### config.mk
export PLATFORM = sky130hd
export DESIGN_NAME = instr_fetch_unit_flat
export DESIGN_NICKNAME = d
export VERILOG_FILES = /design/src/rtl/cpu_pkg.sv /design/src/rtl/instr_fetch_unit_if.sv /design/src/rtl/pc_next_mux.sv /design/src/rtl/instr_fetch_unit.sv /design/src/flat_wrapper.sv
export SDC_FILE = /design/constraint.sdc
export NUM_CORES = 1
export LEC_CHECK = 0
export CELL_PAD_IN_SITES_DETAIL_PLACEMENT = 1
export CELL_PAD_IN_SITES_GLOBAL_PLACEMENT = 2
export CORE_MARGIN = 2
export CORE_UTILIZATION = 28
export CTS_CLUSTER_DIAMETER = 50
export DETAILED_ROUTE_END_ITERATION = 6
export PLACE_DENSITY_LB_ADDON = 0.08
export SYNTH_ARGS = -nofsm -noshare
export SYNTH_HDL_FRONTEND = slang
export SYNTH_SLANG_ARGS = --single-unit
### constraint.sdc
create_clock -name CLK -period 7.71 [get_ports CLK]
set_clock_uncertainty 0.15 [all_clocks]
set_input_delay 1.542 -clock CLK [delete_from_list [all_inputs] [get_ports CLK]]
set_output_delay 1.542 -clock CLK [all_outputs]
set_load 0.05 [all_outputs]
### src/rtl/cpu_pkg.sv
// Shared constants and types for the fetch stage: PCSEL codes, vectors,
// IR field layout and fetch FSM state encodings.
package cpu_pkg;

    localparam int unsigned IR_W     = 32;
    localparam int unsigned OPCODE_W = 6;
    localparam int unsigned REG_W    = 5;
    localparam int unsigned LIT_W    = 16;
    localparam int unsigned PCSEL_W  = 3;
    localparam int unsigned STATE_W  = 2;

    localparam logic [PCSEL_W-1:0] PCSEL_PLUS4 = 3'd0;
    localparam logic [PCSEL_W-1:0] PCSEL_BR    = 3'd1;
    localparam logic [PCSEL_W-1:0] PCSEL_JMP   = 3'd2;
    localparam logic [PCSEL_W-1:0] PCSEL_ILLOP = 3'd3;
    localparam logic [PCSEL_W-1:0] PCSEL_XADR  = 3'd4;

    localparam logic [31:0] RESET_VEC_DEF = 32'h0000_0000;
    localparam logic [31:0] ILLOP_VEC_DEF = 32'h0000_0004;
    localparam logic [31:0] XADR_VEC_DEF  = 32'h0000_0008;

    // RB overlays the top of LITERAL at IR[15:11]
    localparam int unsigned RB_LSB_IN_LIT = 11;

    localparam logic [STATE_W-1:0] ST_IDLE  = 2'd0;
    localparam logic [STATE_W-1:0] ST_FETCH = 2'd1;
    localparam logic [STATE_W-1:0] ST_EXEC  = 2'd2;

    typedef struct packed {
        logic [OPCODE_W-1:0] opcode;   // IR[31:26]
        logic [REG_W-1:0]    rc;       // IR[25:21]
        logic [REG_W-1:0]    ra;       // IR[20:16]
        logic [LIT_W-1:0]    literal;  // IR[15:0]
    } ir_t;

    function automatic logic [REG_W-1:0] ir_rb(input ir_t ir);
        return ir.literal[RB_LSB_IN_LIT +: REG_W];
    endfunction

endpackage

### src/rtl/instr_fetch_unit_if.sv
// Fetch-stage bus: IMEM req/ack handshake plus the decoded-instruction
// and retire interface toward control/datapath.
interface instr_fetch_unit_if
    import cpu_pkg::*;
#(
    parameter int unsigned PC_W = 32
);
    logic                IMEM_REQ;
    logic [PC_W-1:0]     IMEM_ADDR;
    logic                IMEM_ACK;
    logic [IR_W-1:0]     IMEM_RDATA;
    logic                INSTR_VALID;
    logic                INSTR_DONE;
    logic [PCSEL_W-1:0]  PCSEL;
    logic [PC_W-1:0]     JT;
    logic [OPCODE_W-1:0] OPCODE;
    logic [REG_W-1:0]    RC;
    logic [REG_W-1:0]    RA;
    logic [REG_W-1:0]    RB;
    logic [LIT_W-1:0]    LITERAL;
    logic [PC_W-1:0]     PC_OUT;
    logic [PC_W-1:0]     PC_PLUS4;

    modport master (
        output IMEM_REQ, IMEM_ADDR, INSTR_VALID,
        output OPCODE, RC, RA, RB, LITERAL, PC_OUT, PC_PLUS4,
        input  IMEM_ACK, IMEM_RDATA, INSTR_DONE, PCSEL, JT
    );

    modport slave (
        input  IMEM_REQ, IMEM_ADDR, INSTR_VALID,
        input  OPCODE, RC, RA, RB, LITERAL, PC_OUT, PC_PLUS4,
        output IMEM_ACK, IMEM_RDATA, INSTR_DONE, PCSEL, JT
    );
endinterface

### src/rtl/pc_next_mux.sv
// Next-PC selection from PC+4, branch offset, jump target and trap vectors.
module pc_next_mux
    import cpu_pkg::*;
#(
    parameter int unsigned    PC_W      = 32,
    parameter logic [PC_W-1:0] ILLOP_VEC = PC_W'(ILLOP_VEC_DEF),
    parameter logic [PC_W-1:0] XADR_VEC  = PC_W'(XADR_VEC_DEF)
) (
    input  logic [PC_W-1:0]    pc_plus4,
    input  logic [PCSEL_W-1:0] pcsel,
    input  logic [LIT_W-1:0]   literal,
    input  logic [PC_W-1:0]    jt,
    output logic [PC_W-1:0]    next_pc_c
);

    logic [PC_W-1:0] br_off_c;

    always_comb begin
        br_off_c  = {{(PC_W-LIT_W-2){literal[LIT_W-1]}}, literal, 2'b00};
        next_pc_c = ILLOP_VEC;
        case (pcsel)
            PCSEL_PLUS4: next_pc_c = pc_plus4;
            PCSEL_BR:    next_pc_c = pc_plus4 + br_off_c;
            PCSEL_JMP:   next_pc_c = jt & ~PC_W'(3);
            PCSEL_ILLOP: next_pc_c = ILLOP_VEC;
            PCSEL_XADR:  next_pc_c = XADR_VEC;
            default:     next_pc_c = ILLOP_VEC;
        endcase
    end

endmodule

### src/rtl/instr_fetch_unit.sv
// Fetch stage: PC/IR registers, IMEM req/ack handshake and a
// two-phase FETCH/EXEC sequencer feeding the control ROM.
module instr_fetch_unit
    import cpu_pkg::*;
#(
    parameter int unsigned     PC_W      = 32,
    parameter logic [PC_W-1:0] RESET_VEC = PC_W'(RESET_VEC_DEF),
    parameter logic [PC_W-1:0] ILLOP_VEC = PC_W'(ILLOP_VEC_DEF),
    parameter logic [PC_W-1:0] XADR_VEC  = PC_W'(XADR_VEC_DEF)
) (
    input  logic                CLK,
    input  logic                RESET,
    instr_fetch_unit_if.master  bus
);

    logic [STATE_W-1:0] state_q, state_d;
    logic [PC_W-1:0]    pc_q, pc_d;
    logic [PC_W-1:0]    pc_plus4_q, pc_plus4_d;
    ir_t                ir_q, ir_d;
    logic               req_q, req_d;
    logic               valid_q, valid_d;
    logic [PC_W-1:0]    next_pc_c;

    pc_next_mux #(
        .PC_W      (PC_W),
        .ILLOP_VEC (ILLOP_VEC),
        .XADR_VEC  (XADR_VEC)
    ) u_pc_next_mux (
        .pc_plus4  (pc_plus4_q),
        .pcsel     (bus.PCSEL),
        .literal   (ir_q.literal),
        .jt        (bus.JT),
        .next_pc_c (next_pc_c)
    );

    // Next-state: ACK only counts in FETCH, DONE only counts in EXEC
    always_comb begin
        state_d    = state_q;
        pc_d       = pc_q;
        pc_plus4_d = pc_plus4_q;
        ir_d       = ir_q;
        req_d      = req_q;
        valid_d    = valid_q;
        case (state_q)
            ST_IDLE: begin
                state_d = ST_FETCH;
                req_d   = 1'b1;
            end
            ST_FETCH: begin
                if (bus.IMEM_ACK) begin
                    ir_d    = ir_t'(bus.IMEM_RDATA);
                    state_d = ST_EXEC;
                    req_d   = 1'b0;
                    valid_d = 1'b1;
                end
            end
            ST_EXEC: begin
                if (bus.INSTR_DONE) begin
                    pc_d       = next_pc_c;
                    pc_plus4_d = next_pc_c + PC_W'(4);
                    state_d    = ST_FETCH;
                    req_d      = 1'b1;
                    valid_d    = 1'b0;
                end
            end
            default: begin
                state_d = ST_IDLE;
                req_d   = 1'b0;
                valid_d = 1'b0;
            end
        endcase
    end

    // PC+4 is kept as its own register so the link value is a flop output
    always_ff @(posedge CLK) begin
        if (RESET) begin
            state_q    <= ST_IDLE;
            pc_q       <= RESET_VEC;
            pc_plus4_q <= RESET_VEC + PC_W'(4);
            ir_q       <= '0;
            req_q      <= 1'b0;
            valid_q    <= 1'b0;
        end else begin
            state_q    <= state_d;
            pc_q       <= pc_d;
            pc_plus4_q <= pc_plus4_d;
            ir_q       <= ir_d;
            req_q      <= req_d;
            valid_q    <= valid_d;
        end
    end

    assign bus.IMEM_REQ    = req_q;
    assign bus.IMEM_ADDR   = pc_q;
    assign bus.INSTR_VALID = valid_q;
    assign bus.OPCODE      = ir_q.opcode;
    assign bus.RC          = ir_q.rc;
    assign bus.RA          = ir_q.ra;
    assign bus.RB          = ir_rb(ir_q);
    assign bus.LITERAL     = ir_q.literal;
    assign bus.PC_OUT      = pc_q;
    assign bus.PC_PLUS4    = pc_plus4_q;

endmodule

### src/flat_wrapper.sv
// flat-port wrapper written by rule: the top's interface ports become plain ports
module instr_fetch_unit_flat import cpu_pkg::*;
#(
    parameter int unsigned     PC_W      = 32,
    parameter logic [PC_W-1:0] RESET_VEC = PC_W'(RESET_VEC_DEF),
    parameter logic [PC_W-1:0] ILLOP_VEC = PC_W'(ILLOP_VEC_DEF),
    parameter logic [PC_W-1:0] XADR_VEC  = PC_W'(XADR_VEC_DEF)
)
  (CLK, RESET, bus_IMEM_REQ, bus_IMEM_ADDR, bus_INSTR_VALID, bus_OPCODE, bus_RC, bus_RA, bus_RB, bus_LITERAL, bus_PC_OUT, bus_PC_PLUS4, bus_IMEM_ACK, bus_IMEM_RDATA, bus_INSTR_DONE, bus_PCSEL, bus_JT);
  instr_fetch_unit_if #(.PC_W(PC_W)) bus_i ();
  input  logic CLK;
  input  logic RESET;
  output wire logic [$bits(bus_i.IMEM_REQ)-1:0] bus_IMEM_REQ;
  output wire logic [$bits(bus_i.IMEM_ADDR)-1:0] bus_IMEM_ADDR;
  output wire logic [$bits(bus_i.INSTR_VALID)-1:0] bus_INSTR_VALID;
  output wire logic [$bits(bus_i.OPCODE)-1:0] bus_OPCODE;
  output wire logic [$bits(bus_i.RC)-1:0] bus_RC;
  output wire logic [$bits(bus_i.RA)-1:0] bus_RA;
  output wire logic [$bits(bus_i.RB)-1:0] bus_RB;
  output wire logic [$bits(bus_i.LITERAL)-1:0] bus_LITERAL;
  output wire logic [$bits(bus_i.PC_OUT)-1:0] bus_PC_OUT;
  output wire logic [$bits(bus_i.PC_PLUS4)-1:0] bus_PC_PLUS4;
  input wire logic [$bits(bus_i.IMEM_ACK)-1:0] bus_IMEM_ACK;
  input wire logic [$bits(bus_i.IMEM_RDATA)-1:0] bus_IMEM_RDATA;
  input wire logic [$bits(bus_i.INSTR_DONE)-1:0] bus_INSTR_DONE;
  input wire logic [$bits(bus_i.PCSEL)-1:0] bus_PCSEL;
  input wire logic [$bits(bus_i.JT)-1:0] bus_JT;
  assign bus_IMEM_REQ = bus_i.IMEM_REQ;
  assign bus_IMEM_ADDR = bus_i.IMEM_ADDR;
  assign bus_INSTR_VALID = bus_i.INSTR_VALID;
  assign bus_OPCODE = bus_i.OPCODE;
  assign bus_RC = bus_i.RC;
  assign bus_RA = bus_i.RA;
  assign bus_RB = bus_i.RB;
  assign bus_LITERAL = bus_i.LITERAL;
  assign bus_PC_OUT = bus_i.PC_OUT;
  assign bus_PC_PLUS4 = bus_i.PC_PLUS4;
  assign bus_i.IMEM_ACK = bus_IMEM_ACK;
  assign bus_i.IMEM_RDATA = bus_IMEM_RDATA;
  assign bus_i.INSTR_DONE = bus_INSTR_DONE;
  assign bus_i.PCSEL = bus_PCSEL;
  assign bus_i.JT = bus_JT;
  instr_fetch_unit #(.PC_W(PC_W), .RESET_VEC(RESET_VEC), .ILLOP_VEC(ILLOP_VEC), .XADR_VEC(XADR_VEC)) u_core (.CLK(CLK), .RESET(RESET), .bus(bus_i));
endmodule
# After elaboration in Yosys (flattened, before gate mapping)
# Cells that the tools add are included.
# W data, S select, Z words.
[totals]
ff_bits = 100
rom_bits = 0
mem_count = 0
latch_bits = 0
mem_bits_rw = 0
[classes]
n_mul = 0
addsub = 2
div = 0
n_lt_le_gt_ge = 0
shifts = 0
reduce_logical = 6
mux = 10
n_bitwise = 1
eq_ne = 7
[ops]
columns = ["operator", "n"]
rows = [
  ["$pmux W32 S4", 1],
  ["$add A32 B3 Y32 const B", 1],
  ["$add A32 B32 Y32", 1],
  ["$pmux W1 S3", 2],
  ["$pmux W2 S3", 1],
  ["$reduce_and A2 Y1", 3],
  ["$mux W1", 4],
  ["$mux W2", 2],
  ["$ne A2 B2 Y1 const B", 2],
  ["$eq A3 B1 Y1 const B", 1],
  ["$eq A3 B2 Y1 const B", 1],
  ["$eq A3 B3 Y1 const B", 1],
  ["$logic_not A3 Y1", 1],
  ["$reduce_and A3 Y1", 1],
  ["$eq A2 B1 Y1 const B", 1],
  ["$eq A2 B2 Y1 const B", 1],
  ["$logic_not A2 Y1", 1],
  ["$not A1 Y1", 1],
]

# Longest topological paths before layout
[depth]
depth_word = 3
mapped_depth = 16

# Cells and area by module
# From an unflattened synthesis, not the netlist that was laid out.
[hier_totals]
cells_unflattened = 838
hier_area_um2 = 6323.6
[by_module_without_submodules]
columns = ["mod", "cells_each", "area_each_um2", "n_inst"]
rows = [
  ["instr_fetch_unit", 538, 4244.1, 1],
  ["pc_next_mux", 300, 2079.5, 1],
]

# Worst setup path before layout
# No wires, ideal clock.
[synth_timing]
kind = "input port to flip-flop"
startpoint = "in bus_PCSEL[1]"
endpoint = "reg u_core.pc_plus4_q[22], in the netlist u_core.bus.PC_PLUS4[22]"
n_path_buf = 5
cell_stages = 16
t_arrival_ns = 4.599
setup_slack_ns = 2.829
setup_ns = 0.132
required_ns = 7.428
cell_sequence = "buf_2 buf_4 buf_2 buf_1 nand2_1 and3_1 a21oi_1 ha_1 inv_1 nor2_1 nand4bb_1 or4_1 buf_2 or4_1 nand3_1 a21oi_1"
[synth_between]
elab_chain_cells = 3
word_cells_on_any_way = 6
cone_classes = "add/sub (1); eq/ne (3); mux (1); reduce/logical (1)"
[synth_lines]
columns = ["item", "line_no", "text"]
rows = [
  ["from (decl)", "flat_wrapper.sv:26", "input wire logic [$bits(bus_i.PCSEL)-1:0] bus_PCSEL;"],
  ["$eq A3 B3 Y1, or another cell as far along", "pc_next_mux.sv:21", "case (pcsel)"],
  ["$pmux W32 S4 (*)", "pc_next_mux.sv:21", ""],
  ["net u_core.next_pc_c[2]", "instr_fetch_unit.sv:22", "logic [PC_W-1:0] next_pc_c;"],
  ["$add A32 B3 Y32 (*)", "instr_fetch_unit.sv:60", "pc_plus4_d = next_pc_c + PC_W'(4);"],
  ["to (signal assigned)", "instr_fetch_unit.sv:79", "pc_plus4_q <= RESET_VEC + PC_W'(4);"],
  ["to (signal assigned)", "instr_fetch_unit.sv:86", "pc_plus4_q <= pc_plus4_d;"],
  ["to (decl)", "instr_fetch_unit.sv:18", "logic [PC_W-1:0] pc_plus4_q, pc_plus4_d;"],
]
# Mark *: on every way through the listed nets, which the timed path passes. The rest lies on a longest branch.
# A chain may end at the register's enable or synchronous reset.

# Worst setup path after layout
[layout_timing]
startpoint = "in bus_PCSEL[0]"
endpoint = "reg u_core.pc_plus4_q[30], in the netlist u_core.bus.PC_PLUS4[30]"
[layout_between]
elab_chain_cells = 3
word_cells_on_any_way = 6
cone_classes = "add/sub (1); eq/ne (3); mux (1); reduce/logical (1)"
[layout_lines]
columns = ["item", "line_no"]
rows = [
  ["$eq A3 B3 Y1, or another cell as far along", "pc_next_mux.sv:21"],
  ["$pmux W32 S4 (*)", "pc_next_mux.sv:21"],
  ["$add A32 B3 Y32 (*)", "instr_fetch_unit.sv:60"],
]
# Mark *: on every way between the ends. The rest lies on a longest branch, timed or not.

==> flow_summary.toml <==
[clock_network]
numCtsBuffers = 9
htreeDepth = 3
clkSinkCount = 97
clockRootBuffer = "clkbuf_16"
hold_buffers = 0
insertion_delay_ns = 0.36
postCtsSetupBuffers = 0
cts.repair.resized = 0
clk_pin_slew_ns = 0.08
cts_tree = "yes"
cts_max_path_buffers = 2

[global_routing]
grt.overflow.total = 0
antenna_found_initial = 0
track_usage_pct = 19.6
grt_pass1_wl_um = 40700
grt_max_degree = 75
grt_pass1_vias = 7243

[yosys]
async_flop_share_pct = 0
yosysWarnings = 0
synthTopCellsByArea = "dfxtp_1 (28%), a21oi_1 (8.0%), nand2_1 (7.9%), ha_1 (5.4%), nor2_1 (4.4%)"
synth_ff_type = "dfxtp_1"
synth.ff_latch_count = 97
synth_fp_nets = 1029
yosysTopAreaCellShare_pct = 28.0
syn_avg_cell_area_um2 = 7.47
seq_area_frac_synth_pct = 28.0
synth_top_area_cell = "dfxtp_1"
synthCells = 927
synth_area_um2 = 6920
synth-edff-count = 0
ys_types = 75

[sta]
fin_crit_ns = 5.58
worstMarginPinSlew_ns = 0.861
grt_setup_unrepaired = "false"
hold_viol = 0
fmax_ghz = 0.179
fin_tns_setup_ns = 0
finalMaxSlewViolations = 0
finalCritPeriodShare_pct = 72.3
setup_viol = 0
relSlewSlack_pct = 42.6

[power_and_ir_drop]
peakVddDrop_v = 0.0000771
powerDensity_nw_per_um2 = 138
p_leak_nw = 3.22

[critical_path]
crit_buf_inv = 2
required_ns = 7.84
crit_top_cell = "a211oi_1"
crit_path_end_kind = "flip-flop"
reg2reg_slack_ns = 3.38
crit_start = "bus_PCSEL[0]"
r2r_cells = 11
crit_family = "simple AND/OR/NAND/NOR gates"
crit_slowest_cell = "clkdlybuf4s50_1"
crit_cells = 12
reg2reg_from = "u_core.bus.PC_PLUS4[2]"
arrival_ns = 5.70
critPathKind = "in2reg"
path_cells = "clkdlybuf4s50_1 > or3b_1 > buf_4 > a211oi_1 > nor3_1 > a21oi_1 > nand2_1 > nand4bb_1 > or4_1 > nor3_4 > a211oi_1 > nor4_2"
timing.critical_path.slowest_cell_delay_ns = 0.76
crit_end = "u_core.bus.PC_PLUS4[30]"
crit_path_max_fanout = 22
startpoint_type = "input pin"
rr_endpoint = "u_core.bus.PC_PLUS4[29]"

[drt]
via_per_inst = 5.14
ant_nets = 0
firstDrtPassIters = 4
avgRoutedWirePerCell_um = 18.6
drc = 0
drtIter0Drc = 255
wl_um = 25800
via_count = 7120

[die]
start_util_pct = 28.5
die_y_um = 161
pin_count = 206
core_area_um2 = 24300
placementRows = 57
die-area_um2 = 26000
die_w_um = 161

[final_layout]
diodes = 0
drive_above_1_share_pct = 5.38
syn2layout_area_growth_pct = 33.1
final_cell_mix = "clkdlybuf4s50_1 (201), nand2_1 (145), a21oi_1 (110), dfxtp_1 (97), nor2_1 (81)"
layout.cells.most_common = "clkdlybuf4s50_1"
stdcell_area_um2 = 9210
layout.nets = 1157
fin_cells = 1384
fin_util_pct = 37.9

[placed_design]
dpl_cell_area_um2 = 8910
dp.cells = 1368
hpwlAfterDp_um = 19500
gp_congestion = 0.795
io_buffers = 203

[status]
outcome = "finished, final reports clean"

[job]
cap_violations = 0

[hold_path]
min_path_type = "reg2reg"
layout make-up:
| type | count | area [um^2] |
|---|---|---|
| clock buffer | 10 | 239 |
| clock inverter | 6 | 61.3 |
| fill | 2916 | 15100 |
| inverter | 9 | 33.8 |
| multi-input combinational | 725 | 4430 |
| sequential | 97 | 1940 |
| tap | 324 | 405 |
| timing repair buffer | 213 | 2100 |
registers in the layout, summed over array words and instances (netlist names):
register                count
u_core.bus.INSTR_VALID      1
u_core.bus.IMEM_ADDR       30
u_core.bus.PC_PLUS4        32
u_core.state_q              2
u_core.bus.LITERAL         16
u_core.bus.OPCODE           6
u_core.bus.RA               5
u_core.bus.RC               5
logic make-up (layout without fill, tap and decap cells):
family,count (synthesis),in the layout,share of synthesized area [%]
AOI/OAI and AO/OA,276,276,25.2
buffers and inverters,105,238,8.01
adders and majority gates,31,31,5.71
and+or+nand+nor,370,370,26.3
DFF,97,97,28.0
xor gates and xnor gates,17,17,2.15
muxes,31,31,4.57
worst min-delay path by stage:
stage	from	endpoint	cells past startpoint
global route	u_core.bus.OPCODE[0]	u_core.bus.OPCODE[0]	2
floorplan	u_core.state_q[1]	u_core.state_q[1]	2
detailed placement	u_core.bus.OPCODE[0]	u_core.bus.OPCODE[0]	2
CTS	u_core.bus.OPCODE[0]	u_core.bus.OPCODE[0]	2
global placement	u_core.bus.RA[0]	u_core.bus.RA[0]	2
finish	u_core.bus.RC[0]	u_core.bus.RC[0]	2
routing by layer:
metal	up-vias	track usage, %	wire length [um]	part of all wire, %
met3	12	3.72	1190	4.6
li1	3568	-	-	-
met4	0	3.90	264	1.0
met1	3398	26.9	12600	49
met5	-	0	0	0
met2	142	32.3	11700	46
through the flow:
stage / setup slack, ns / hold WS [ns] / total power [mW]
final: 2.13 / 0.306 / 1.27
after global routing: 1.82 / 0.322 / 1.34
after CTS: 2.12 / 0.310 / 1.29
after detailed placement: 1.76 / 0.298 / 0.809
after global placement: 1.80 / 0.292 / 0.808
after floorplan: 2.83 / 0.337 / 0.708
power breakdown:
| group | total (mW) | switching (mW) | leakage (nW) | internal, mW |
|---|---|---|---|---|
| logic | 0.267 | 0.167 | 2.29 | 0.100 |
| clock network | 0.478 | 0.241 | 0.144 | 0.237 |
| registers | 0.528 | 0.0126 | 0.786 | 0.515 |
worst reg2reg max path, stage by stage (launching register included):
cell and delay, ns:
dfxtp_1 0.35, ha_1 0.24, fa_1 0.43, xnor2_1 0.17, a211oi_1 0.24, a31oi_1 0.15, nor3_1 0.61, nand4bb_1 0.44
or4_1 0.73, nor3_4 0.38, a21boi_1 0.13, o31ai_1 0.23
cell usage after synthesis (all sizes together) (6+ instances only):
cell type	number
dfxtp	97
xor2	8
nor3	20
or3	9
nor3b	6
o21a	7
nand4	18
nand2b	6
and2	10
inv	9
buf	54
a211o	6
mux2i	26
or2	8
a21boi	6
clkbuf	42
o22ai	6
nor2	83
nand3	22
or4	8
a21oi	111
o31ai	9
ha	30
a21o	9
nand2	145
a211oi	36
a31oi	11
o21ai	44
nand3b	11
xnor2	9
No activity file was read; power rests on OpenSTA's default activity.
